**config.mk**
```make
export PLATFORM = sky130hd
export DESIGN_NAME = stream_downsize_flat
export DESIGN_NICKNAME = d
export VERILOG_FILES = /design/src/rtl/stream_downsize_pkg.sv /design/src/rtl/stream_downsize_if.sv /design/src/rtl/stream_downsize_lane_sel.sv /design/src/rtl/stream_downsize.sv /design/src/flat_wrapper.sv
export SDC_FILE = /design/constraint.sdc
export NUM_CORES = 1
export LEC_CHECK = 0
export ABC_AREA = 1
export ABC_CLOCK_PERIOD_IN_PS = 1500
export CORE_MARGIN = 5
export CORE_UTILIZATION = 39
export CTS_CLUSTER_SIZE = 16
export DETAILED_ROUTE_END_ITERATION = 10
export GPL_TIMING_DRIVEN = 0
export PLACE_DENSITY = 0.73
export SETUP_SLACK_MARGIN = 0.5
export SYNTH_ARGS = -nofsm -noshare
export SYNTH_HDL_FRONTEND = slang
export SYNTH_SLANG_ARGS = --single-unit
```
**constraint.sdc**
```tcl
create_clock -name clk -period 1.5 [get_ports clk]
set_clock_uncertainty 0.2 [all_clocks]
set_input_delay 0.15 -clock clk [delete_from_list [all_inputs] [get_ports clk]]
set_output_delay 0.15 -clock clk [all_outputs]
set_load 0.005 [all_outputs]
```
**src/rtl/stream_downsize_pkg.sv**
```systemverilog
// Shared defaults, lane type and bit-count helper for the stream width converters.
package stream_pkg;

  localparam int unsigned T_DATA_WIDTH_DEF = 4;
  localparam int unsigned T_DATA_RATIO_DEF = 2;

  typedef logic [T_DATA_WIDTH_DEF-1:0] lane_t;

  function automatic int unsigned popcount(input logic [31:0] v);
    int unsigned cnt;
    cnt = 0;
    for (int unsigned i = 0; i < 32; i++) begin
      cnt = cnt + {31'b0, v[i]};
    end
    return cnt;
  endfunction

endpackage

```
**src/rtl/stream_downsize_if.sv**
```systemverilog
// Wide-in / narrow-out handshake bundle for stream_downsize.
interface stream_downsize_if #(
  parameter int unsigned T_DATA_WIDTH = 4,
  parameter int unsigned T_DATA_RATIO = 2
);

  logic [T_DATA_WIDTH-1:0] s_data_i [T_DATA_RATIO-1:0];
  logic [T_DATA_RATIO-1:0] s_keep_i;
  logic                    s_last_i;
  logic                    s_valid_i;
  logic                    s_ready_o;
  logic [T_DATA_WIDTH-1:0] m_data_o;
  logic                    m_last_o;
  logic                    m_valid_o;
  logic                    m_ready_i;

  modport slave (
    input  s_data_i, s_keep_i, s_last_i, s_valid_i, m_ready_i,
    output s_ready_o, m_data_o, m_last_o, m_valid_o
  );

  modport master (
    output s_data_i, s_keep_i, s_last_i, s_valid_i, m_ready_i,
    input  s_ready_o, m_data_o, m_last_o, m_valid_o
  );

endinterface

```
**src/rtl/stream_downsize_lane_sel.sv**
```systemverilog
// Lowest-set-bit encoder over the remaining-lane mask, plus a single-lane-left flag.
module stream_lane_sel
  import stream_pkg::*;
#(
  parameter int unsigned T_DATA_RATIO = T_DATA_RATIO_DEF,
  localparam int unsigned IW = $clog2(T_DATA_RATIO)
) (
  input  logic [T_DATA_RATIO-1:0] keep_i,
  output logic [IW-1:0]           idx_o,
  output logic                    single_o
);

  logic found;

  always_comb begin
    idx_o = '0;
    found = 1'b0;
    for (int unsigned i = 0; i < T_DATA_RATIO; i++) begin
      if (keep_i[i] && !found) begin
        idx_o = i[IW-1:0];
        found = 1'b1;
      end
    end
  end

  assign single_o = (popcount(32'(keep_i)) == 1);

endmodule

```
**src/rtl/stream_downsize.sv**
```systemverilog
// Wide-to-narrow stream converter: one holding register, lanes emitted lowest index first.
module stream_downsize
  import stream_pkg::*;
#(
  parameter int unsigned T_DATA_WIDTH = T_DATA_WIDTH_DEF,
  parameter int unsigned T_DATA_RATIO = T_DATA_RATIO_DEF
) (
  input  logic                clk,
  input  logic                rst_n,
  stream_downsize_if.slave    bus,
  output logic                err_o
);

  localparam int unsigned IW = $clog2(T_DATA_RATIO);

  logic [T_DATA_WIDTH-1:0] hold_data_q [T_DATA_RATIO-1:0];
  logic [T_DATA_WIDTH-1:0] hold_data_d [T_DATA_RATIO-1:0];
  logic [T_DATA_RATIO-1:0] rem_keep_q, rem_keep_d;
  logic                    hold_last_q, hold_last_d;
  logic                    hold_vld_q, hold_vld_d;
  logic                    err_q, err_d;

  logic [IW-1:0] sel;
  logic          single;
  logic          s_ready, s_xfer, m_xfer, load;

  stream_lane_sel #(.T_DATA_RATIO(T_DATA_RATIO)) u_lane_sel (
    .keep_i   (rem_keep_q),
    .idx_o    (sel),
    .single_o (single)
  );

  // Ready as the last lane drains lets the next wide beat load with no bubble.
  assign s_ready = ~hold_vld_q | (bus.m_ready_i & single);
  assign s_xfer  = bus.s_valid_i & s_ready;
  assign m_xfer  = hold_vld_q & bus.m_ready_i;
  assign load    = s_xfer & (|bus.s_keep_i);

  always_comb begin
    hold_data_d = hold_data_q;
    rem_keep_d  = rem_keep_q;
    hold_last_d = hold_last_q;
    hold_vld_d  = hold_vld_q;
    err_d       = s_xfer & ~(|bus.s_keep_i) & bus.s_last_i;
    if (m_xfer) begin
      rem_keep_d[sel] = 1'b0;
      if (single) hold_vld_d = 1'b0;
    end
    if (load) begin
      hold_data_d = bus.s_data_i;
      rem_keep_d  = bus.s_keep_i;
      hold_last_d = bus.s_last_i;
      hold_vld_d  = 1'b1;
    end
  end

  always_ff @(posedge clk or negedge rst_n) begin
    if (!rst_n) begin
      for (int unsigned i = 0; i < T_DATA_RATIO; i++) hold_data_q[i] <= '0;
      rem_keep_q  <= '0;
      hold_last_q <= 1'b0;
      hold_vld_q  <= 1'b0;
      err_q       <= 1'b0;
    end else begin
      hold_data_q <= hold_data_d;
      rem_keep_q  <= rem_keep_d;
      hold_last_q <= hold_last_d;
      hold_vld_q  <= hold_vld_d;
      err_q       <= err_d;
    end
  end

  assign bus.s_ready_o = s_ready;
  assign bus.m_valid_o = hold_vld_q;
  assign bus.m_data_o  = hold_data_q[sel];
  assign bus.m_last_o  = hold_vld_q & hold_last_q & single;
  assign err_o         = err_q;

endmodule

```
**src/flat_wrapper.sv**
```systemverilog
// flat-port wrapper written by rule: the top's interface ports become plain ports
module stream_downsize_flat import stream_pkg::*;
#(
  parameter int unsigned T_DATA_WIDTH = T_DATA_WIDTH_DEF,
  parameter int unsigned T_DATA_RATIO = T_DATA_RATIO_DEF
)
  (clk, rst_n, err_o, bus_s_data_i, bus_s_keep_i, bus_s_last_i, bus_s_valid_i, bus_m_ready_i, bus_s_ready_o, bus_m_data_o, bus_m_last_o, bus_m_valid_o);
  stream_downsize_if #(.T_DATA_WIDTH(T_DATA_WIDTH), .T_DATA_RATIO(T_DATA_RATIO)) bus_i ();
  input  logic clk;
  input  logic rst_n;
  output logic err_o;
  input wire logic [$bits(bus_i.s_data_i)-1:0] bus_s_data_i;
  input wire logic [$bits(bus_i.s_keep_i)-1:0] bus_s_keep_i;
  input wire logic [$bits(bus_i.s_last_i)-1:0] bus_s_last_i;
  input wire logic [$bits(bus_i.s_valid_i)-1:0] bus_s_valid_i;
  input wire logic [$bits(bus_i.m_ready_i)-1:0] bus_m_ready_i;
  output wire logic [$bits(bus_i.s_ready_o)-1:0] bus_s_ready_o;
  output wire logic [$bits(bus_i.m_data_o)-1:0] bus_m_data_o;
  output wire logic [$bits(bus_i.m_last_o)-1:0] bus_m_last_o;
  output wire logic [$bits(bus_i.m_valid_o)-1:0] bus_m_valid_o;
  assign bus_i.s_data_i = {>>{bus_s_data_i}};
  assign bus_i.s_keep_i = bus_s_keep_i;
  assign bus_i.s_last_i = bus_s_last_i;
  assign bus_i.s_valid_i = bus_s_valid_i;
  assign bus_i.m_ready_i = bus_m_ready_i;
  assign bus_s_ready_o = bus_i.s_ready_o;
  assign bus_m_data_o = bus_i.m_data_o;
  assign bus_m_last_o = bus_i.m_last_o;
  assign bus_m_valid_o = bus_i.m_valid_o;
  stream_downsize #(.T_DATA_WIDTH(T_DATA_WIDTH), .T_DATA_RATIO(T_DATA_RATIO)) u_core (.clk(clk), .rst_n(rst_n), .bus(bus_i), .err_o(err_o));
endmodule
```
# After elaboration in Yosys (flattened, before gate mapping)
# Index checks and enable logic that the tools add are counted.
dict set report word_totals {
  ff_bits 13
  in_bits 15
  output_inout_bits 8
  word_cells 41
}
dict set report classes {
  add_sub_neg 1
  order_cmp 2
  n_eq_ne 1
  muxes 11
  bitwise 13
  n_reduce_logical 7
}
# op n
set ops {}
lappend ops {{AND 1 bit} 8}
lappend ops {{2-to-1 mux 4 bit} 2}
lappend ops {{2-to-1 mux 1 bit} 6}
lappend ops {{2-to-1 mux 2 bit} 2}
lappend ops {{nonzero test 2 bit} 2}
lappend ops {{adder 1 x 1 -> 2 bit} 1}
lappend ops {{AND 2 bit} 1}
lappend ops {{equality test 2 x 1 -> 1 bit, second input constant} 1}
lappend ops {{logical AND 1 bit} 2}
lappend ops {{< comparator 1 x 2 -> 1 bit, second input constant} 1}
lappend ops {{NOT 1 bit} 2}
lappend ops {{NOT 2 bit} 1}
lappend ops {{AND reduction 2 bit} 1}
lappend ops {{OR reduction 2 bit} 1}
lappend ops {{demux 1 bit (select 1 bit)} 1}
lappend ops {{>= comparator 1 bit, second input constant} 1}
lappend ops {{zero test 1 bit} 1}
lappend ops {{bitwise OR 1 bit} 1}

# Logic depth before layout (Yosys ltp)
dict set report depth {
  depth_word 12
  mapped_depth 10
}

# By module
# From an unflattened synthesis, not the netlist that was laid out.
dict set report hier_totals {
  cells_unflattened 80
  area_unflattened_um2 638.1
}
# mod n_inst cells_each area_per_inst_um2 seq_area_each_um2
set modules_own_cells {}
lappend modules_own_cells {stream_downsize 1 77 618.1 325.3}
lappend modules_own_cells {stream_lane_sel 1 3 20.0 0.0}

# Worst setup path after synthesis
# No wires, ideal clock.
dict set report synth_timing {
  path_type {reg-to-reg}
  startpoint {register u_core.rem_keep_q[0]}
  endpoint {register u_core.rem_keep_q[0]}
  arrival_ps 1265
  required_ps 1177
  slack_ps -88
  stages_incl_launch_ff 10
  path_buffers 1
  period_less_slack_ps 1588
  path_cell_list {dfrtp_1 -> inv_1 -> ha_1 -> inv_1 -> nand2_2 -> nand2_4 -> nand3_4 -> inv_4 -> buf_12 -> o21ai_2}
}
dict set report synth_between {
  elab_cells_between_ends 20
}
# item line
set synth_lines {}
lappend synth_lines {{start, declared} stream_downsize.sv:18} ;# logic [T_DATA_RATIO-1:0] rem_keep_q, rem_keep_d;
lappend synth_lines {{start signal, assigned} stream_downsize.sv:66} ;# rem_keep_q <= rem_keep_d;
lappend synth_lines {{adder 1 x 1 -> 2 bit *} stream_downsize_pkg.sv:13} ;# cnt = cnt + {31'b0, v[i]};
lappend synth_lines {{equality test 2 x 1 -> 1 bit *} stream_downsize_lane_sel.sv:26} ;# assign single_o = (popcount(32'(keep_i)) == 1);
lappend synth_lines {{AND 1 bit *} stream_downsize.sv:34} ;# assign s_ready = ~hold_vld_q | (bus.m_ready_i & single);
lappend synth_lines {{bitwise OR 1 bit *} stream_downsize.sv:34}
lappend synth_lines {{via bus_s_ready_o} flat_wrapper.sv:17} ;# output wire logic [$bits(bus_i.s_ready_o)-1:0] bus_s_ready_o;
lappend synth_lines {{AND 1 bit *} stream_downsize.sv:35} ;# assign s_xfer = bus.s_valid_i & s_ready;
lappend synth_lines {{AND 1 bit *} stream_downsize.sv:37} ;# assign load = s_xfer & (|bus.s_keep_i);
lappend synth_lines {{2-to-1 mux 2 bit or nonzero test 2 bit (tied branches)} --}
# Mark *: on every way through the listed nets, which the timed path passes. The rest lies on a longest branch. The select of a mux whose other input is x is not followed.
# A chain may end at the register's enable or synchronous reset.

# Worst setup path in the final report
dict set report layout_timing {
  startpoint {register u_core.rem_keep_q[1]}
  endpoint {register u_core.hold_data_q[3] (netlist name)}
}
dict set report layout_between {
  elab_chain_cells 6
}
# item line
set layout_rtl {}
lappend layout_rtl {{adder 1 x 1 -> 2 bit} stream_downsize_pkg.sv:13}
lappend layout_rtl {{equality test 2 x 1 -> 1 bit} stream_downsize_lane_sel.sv:26}
lappend layout_rtl {{AND 1 bit} stream_downsize.sv:34}
lappend layout_rtl {{bitwise OR 1 bit} stream_downsize.sv:34}
lappend layout_rtl {{AND 1 bit} stream_downsize.sv:35}
lappend layout_rtl {{AND 1 bit} stream_downsize.sv:37}
lappend layout_rtl {{end signal, assigned} stream_downsize.sv:65} ;# hold_data_q <= hold_data_d;
lappend layout_rtl {{end, declared} stream_downsize.sv:16} ;# logic [T_DATA_WIDTH-1:0] hold_data_q [T_DATA_RATIO-1:0];
# No other way between the ends.

==> out/results.ini <==
[status]
status=finished with violations
violations=setup timing

[floorplan]
core_region_area_um2=1710
die_y_um=51.9
fp-row-count=15
die_x_um=51.9
start_util_pct=40.1
die_area_um2=2700
ios=23

[clock_tree]
cts_tree=done
cts_buffer_depth=2
holdBufCountCts=0
cts.sink_count=13
insertion_delay_ps=270
numCtsBuffers=3
cts.root.buffer_cell=clkbuf_4
path_clk_slew_ps=90
htree_levels=1

[placement]
io_buffer_count=22
dp_hpwl_mm=1.05
pre_cts_slack_ps=-475
gp_congestion=0.706

[logic_synthesis]
synth_cells=77
synth_most_common_cell=nand2_1
synth_edf_count=0
yosysTopAreaCell=dfrtp_1
synth_area_um2=686
yosysUniqueCellTypes=14
ys_seq_elements=13
yosys_most_used_dff=dfrtp_1
synthTopCellsByArea=dfrtp_1, nand2_1, nand2_2, o21ai_2, inv_1
synth.avg_cell_area_um2=8.90
ys_warn_count=0
synth-async-reset-ratio_pct=100
synth_commonest_cells=nand2_1, dfrtp_1, nand2_2
synth_top_area_share_pct=47.4
syn-num-nets=94
synth-seq-area-share_pct=47.4

[sta]
finalSetupViolCount=17
slew_viol_final=0
period_minus_slack_ps=1630
layout_setup_ws_ps=-135
worst_pin_slew_ps=600
maxSlewHeadroom_pct=59.9
fin_tns_setup_ps=-1800
period_share_pct=109
rsz0062_at_grt=true
hold_violations=0
fmax_ghz=0.612

[route]
drc=0
first_pass_iters=5
wl_per_cell_um=12.7
routed_wl_mm=1.79
ant_nets=0
vias_per_cell=4.61
num_vias=650
drt-initial-drc-count=14

[worst_setup_path]
crit_arrival_ps=1610
critPathMaxStageDelay_ps=420
required_ps=1480
startpoint_type=register
critPathMaxFanout=7
slowest_stage=dfrtp_1
crit_path_cell_trace=ha_4 > inv_2 > nand2_2 > nand2_4 > nand3_4 > inv_6 > clkbuf_16 > o21ai_2
worst-setup-path-type=reg2reg
cp_top_family=flip-flops
path_buf_inv=3
cp-end-kind=register

[power]
pwr-share-clk_pct=10.2
power_density_nw_per_um2=1900
p_sw_uw=848
intPower_uw=1350
p_comb_share_pct=62.1
seqPwrFrac_pct=27.7
switching_share_pct=38.7
leakage_uw=0.000590
worst_ir_drop_vdd_mv=1.11

[worst_hold_path]
hold_path_class=in2async

[global_routing]
grt_max_degree=14
track_usage_pct=14.3
grt_pass1_wl_mm=2.68
grt-ovfl-total=0
grt_pass1_vias=600
antenna_found_initial=0

[cells_and_area]
fin_nets=134
final_core_util_pct=67.7
syn2layout_area_growth_pct=68.6
antennaDiodeCount=0
layout-drive-gt1-share_pct=49.1
nFillCells=137

[job]
drv_cap=0

## routing by layer
metal | wire (µm) | GRT usage (%) | part of all wire [%] | vias up
met5 | 0 | 0 | 0 | -
met4 | 24 | 7.86 | 1.3 | 0
met3 | 73 | 4.01 | 4.1 | 4
met2 | 1000 | 24.5 | 56 | 20
met1 | 686 | 15.6 | 38 | 307
li1 | - | - | - | 319
## path summary, 6_finish.rpt
path / startpoint / to / slack, ps / cells past startpoint
setup / recovery: u_core.rem_keep_q[1] / u_core.hold_data_q[3] / -130 / 8
hold / removal: rst_n / u_core.hold_data_q[0] / 40 / 1
setup reg to reg: u_core.rem_keep_q[1] / u_core.hold_data_q[3] / -130 / 8
hold reg to reg: u_core.hold_last_q / u_core.hold_last_q / 310 / 2
max in group asynchronous: rst_n / u_core.bus.m_valid_o / 660 / 1
min in group clk: bus_s_data_i[0] / u_core.hold_data_q[0] / 220 / 3
## power by group through the flow
stage	registers [µW]	logic (µW)	clock network [µW]
final	608	1360	223
after global routing	622	1480	238
after CTS	595	1230	221
after detailed placement	608	933	0
after global placement	598	918	0
after floorplan	586	560	0
## registers in the layout, summed over array words and instances (netlist names)
signal,flops
u_core.rem_keep_q,2
u_core.hold_data_q,8
u_core.bus.m_valid_o,1
u_core.hold_last_q,1
u_core.err_o,1
## through the flow
stage               area (µm²)  std cells  power [µW]  hold WS (ps)
floorplan                  686         77        1150          -346
global placement           937        124        1520           275
detailed placement         937        124        1540           275
CTS                       1080        140        2050          58.6
global route              1160        141        2340          82.8
finish                    1160        141        2190          42.5
## worst reg2reg max path: stages, from the launching register on
cell and delay [ps]:
dfrtp_1 420, ha_4 260, inv_2 50, nand2_2 50
nand2_4 100, nand3_4 140, inv_6 120, clkbuf_16 160
o21ai_2 50
## cells in the final DEF, fill, tap and decap left out, drive strengths merged
cell	Yosys	final
inv	8	8
buf	1	22
dfrtp	13	13
ha	2	2
nand2	35	35
clkdlybuf4s50	0	14
o21ai	10	10
nor2	3	3
clkbuf	1	5
nand3	4	4
## logic make-up after synthesis
logic type / Yosys count / synth area share, %
adders and majority gates: 2 / 3.65
and+or+nand+nor: 42 / 30.7
AOI/OAI and AO/OA: 10 / 10.0
DFF: 13 / 47.4
buffers and inverters: 10 / 8.21
## timing repair
action / 4_1_cts / 5_1_grt
gates cloned: 1 / 1
endpoints found under the setup margin: 21 / 21
resized for setup: 50 / 13
pin swaps: 9 / 0
setup buffers: 11 / 0
## cell type report
type	instances	area, µm²	area share, %
Buffer	2	35.0	3.03
Tap cell	25	31.3	2.71
Clock buffer	4	26.3	2.27
Inverter	8	35.0	3.03
Multi-Input combinational cell	54	383	33.1
Sequential cell	13	325	28.1
Timing Repair Buffer	35	320	27.7
No activity file was read; power rests on OpenSTA's default activity.
==> RTL change, RTL diff (same flow settings) <==
The output `err_o` loses its register stage (`err_q` becomes a continuous assignment).
--- a/src/rtl/stream_downsize.sv
+++ b/src/rtl/stream_downsize.sv
@@ -61,5 +61,4 @@
       hold_last_q <= 1'b0;
       hold_vld_q  <= 1'b0;
-      err_q       <= 1'b0;
     end else begin
       hold_data_q <= hold_data_d;
@@ -67,7 +66,8 @@
       hold_last_q <= hold_last_d;
       hold_vld_q  <= hold_vld_d;
-      err_q       <= err_d;
     end
   end
+
+  assign err_q = err_d;
 
   assign bus.s_ready_o = s_ready;
Behaviour: not the same (Yosys sat finds a counterexample within 4 cycles, from zero or initial values and one cycle with rst_n low).
==> RTL change against the unedited design <==
The run still ends with setup timing left. Power is 8.1% higher. Setup slack got worse by 0.12 ns. Die area decreased by 3.0%. Sequential power down 3%. Via count rose by 2.0%. Synthesized area decreased by 3.6%. Global-route usage is 1.9 points lower. Sequential cell count is 1 lower. Final area up 1.3%. Routed wire length grew 9.9%. Count of clock-buffer cells in the layout stayed put.
==> RTL change: results (changes against the unedited design) <==
GRT
  • Total Routing Usage GR: 12.3% (was 14.3%)
  • First-pass GRT wire length: 2450 µm (was 2680 µm)
  • Largest net degree at the start of global routing: 13 (was 14)
  • Initial antenna violation count: 0 (unchanged)
  • Vias in the first global route: 569 (was 600)

Routing
  • Final wirelength: 1970 µm (was 1790 µm)
  • Max layer used: met4 (unchanged)
  • Metal-1 WL: 747 µm (was 686 µm)
  • Wire length on met3: 110 µm (was 73 µm)
  • DR WL met2: 1010 µm (was 1000 µm)
  • Iteration-0 DRC Markers: 7 (was 14)
  • TritonRoute pass-1 iters: 4 (was 5)
  • Via density: 4.95 (was 4.61)

Power and ir drop
  • P_int: 1.45 mW (was 1.35 mW)
  • Pleak: 0.605 nW (was 0.590 nW)
  • Worst IR Drop VDD: 0.00113 V (was 0.00111 V)

Placed design
  • DP Worst Slack: -0.427 ns (was -0.475 ns)
  • Dpl hpwl: 1000 µm (was 1050 µm)
  • GPL Wtd Cong: 0.694 (was 0.706)

STA
  • WHS: 0.0146 ns (was 0.0425 ns)
  • Max_slew headroom: 62.7% (was 59.9%)
  • Setup-failing EPs final: 18 (was 17)
  • Final setup margin: -0.254 ns (was -0.135 ns)
  • Post-route setup TNS: -3.39 ns (was -1.80 ns)

Yosys
  • Fraction of registers with async set or reset after synthesis: 100% (unchanged)
  • YS warnings: 0 (unchanged)
  • Synth area leaders: dfrtp_1 (45%), nand2_1 (13%), nand2_2 (10%), o21ai_2 (6.6%), inv_1 (4.0%) (was dfrtp_1 (47%), nand2_1 (13%), nand2_2 (10%), o21ai_2 (6.4%), inv_1 (3.8%))
  • Register area share after synthesis: 45.5% (was 47.4%)
  • Synth top cells by count: nand2_1 (23), dfrtp_1 (12), nand2_2 (11) (was nand2_1 (23), dfrtp_1 (13), nand2_2 (11))
  • Post-synthesis net count: 93 (was 94)

Worst hold path
  • Hold WC Path Type: in -> async (unchanged)

Setup path
  • Reg2Reg Setup Slack: -0.23 ns (was -0.13 ns)
  • CP arrival: 1.40 ns (was 1.61 ns)
  • Worst flop-to-flop path startpoint: u_core.rem_keep_q[0] (was u_core.rem_keep_q[1])
  • Reg2reg end: u_core.rem_keep_q[1] (was u_core.hold_data_q[3])
  • R2R depth: 11 (was 8)
  • Largest fanout on the critical path: 3 (was 7)

Finish
  • Share of cells above drive strength 1: 53.4% (was 49.1%)
  • Filler cell count: 102 (was 137)
  • Nets: 136 (was 134)
  • Ant diodes: 0 (unchanged)

Outcome
  • Failing checks: setup timing (unchanged)
  • Status: finished with violations (unchanged)

Clock tree
  • Clk buf depth: 2 (unchanged)
  • Root buf cell: clkbuf_4 (unchanged)
[RTL change: cell count changes in the layout (fill, tap and decap cells not counted), sizes merged]
cell and delta:
clkbuf +1, dfrtp -1, nand3 +1, buf +1
[RTL change: worst max path at each step]
stage                            to  slack, ns            startpoint  cells past startpoint
5_1_grt                       err_o      -0.33  u_core.rem_keep_q[0]                      8
3_5_place_dp                  err_o      -0.43  u_core.rem_keep_q[0]                      8
6_report                      err_o      -0.25  u_core.rem_keep_q[0]                      8
2_1_floorplan  u_core.rem_keep_q[0]      -0.09  u_core.rem_keep_q[0]                      9
3_3_place_gp        bus_m_data_o[1]      -0.40  u_core.rem_keep_q[0]                      6
4_1_cts                       err_o      -0.25  u_core.rem_keep_q[1]                      7
[RTL change: per-layer routing]
layer | vias to the layer above | track usage [%]
met5 | - | 0
met4 | 0 | 3.59
met3 | 10 | 4.36
met2 | 22 | 21.2
met1 | 311 | 14.3
li1 | 320 | -
[RTL change: repair_timing]
action                                  CTS  global route
endpoints found under the setup margin   20            20
gates resized for setup                  34            30
hold buffers                              0             0
gates cloned                              0             3
hold endpoints to repair                  0             0
pin swaps                                 1             9
setup buffers                            11             2
[RTL change: layout make-up]
class,instances,area [µm²],area share (%)
multi-input combinational,55,393,33.5
timing repair buffer,37,352,30.0
sequential,12,300,25.6
clock buffer,4,36.3,3.10
buffer,2,35.0,2.99
inverter,8,35.0,2.99
tap,16,20.0,1.71
[RTL change: cell families (layout without fill, tap and decap cells)]
kind of cell	Yosys count	count (layout)	share of synthesized area (%)
AND/OR/NAND/NOR	42	43	31.8
AO/OA/AOI/OAI	10	10	10.4
buffers and inverters	10	51	8.52
adder cells (fa/ha/maj)	2	2	3.79
flip-flops	12	12	45.5
[RTL change: power groups by stage]
stage / Clock, mW / Combinational, mW / Sequential [mW]
after global routing: 0.288 / 1.62 / 0.607
after floorplan: 0 / 0.560 / 0.557
after detailed placement: 0 / 0.928 / 0.575
after global placement: 0 / 0.913 / 0.570
after CTS: 0.266 / 1.13 / 0.549
final: 0.270 / 1.51 / 0.589
[RTL change: critical path: stages (launching register included)]
cell,delay [ns]
dfrtp_1,0.40
inv_2,0.08
ha_4,0.20
inv_2,0.05
nand2_2,0.05
nand2_4,0.09
nand2_2,0.05
nor2_2,0.10
buf_2,0.11
[RTL change: through the flow]
| stage | cells | utilization (%) | instance area [µm²] |
|---|---|---|---|
| 2_1_floorplan | 76 | - | 661 |
| 3_3_place_gp | 114 | 57.8 | 901 |
| 3_5_place_dp | 114 | 57.8 | 901 |
| 4_1_cts | 129 | 65.5 | 1020 |
| 5_1_grt | 134 | 75.1 | 1170 |
| 6_report | 134 | 75.1 | 1170 |
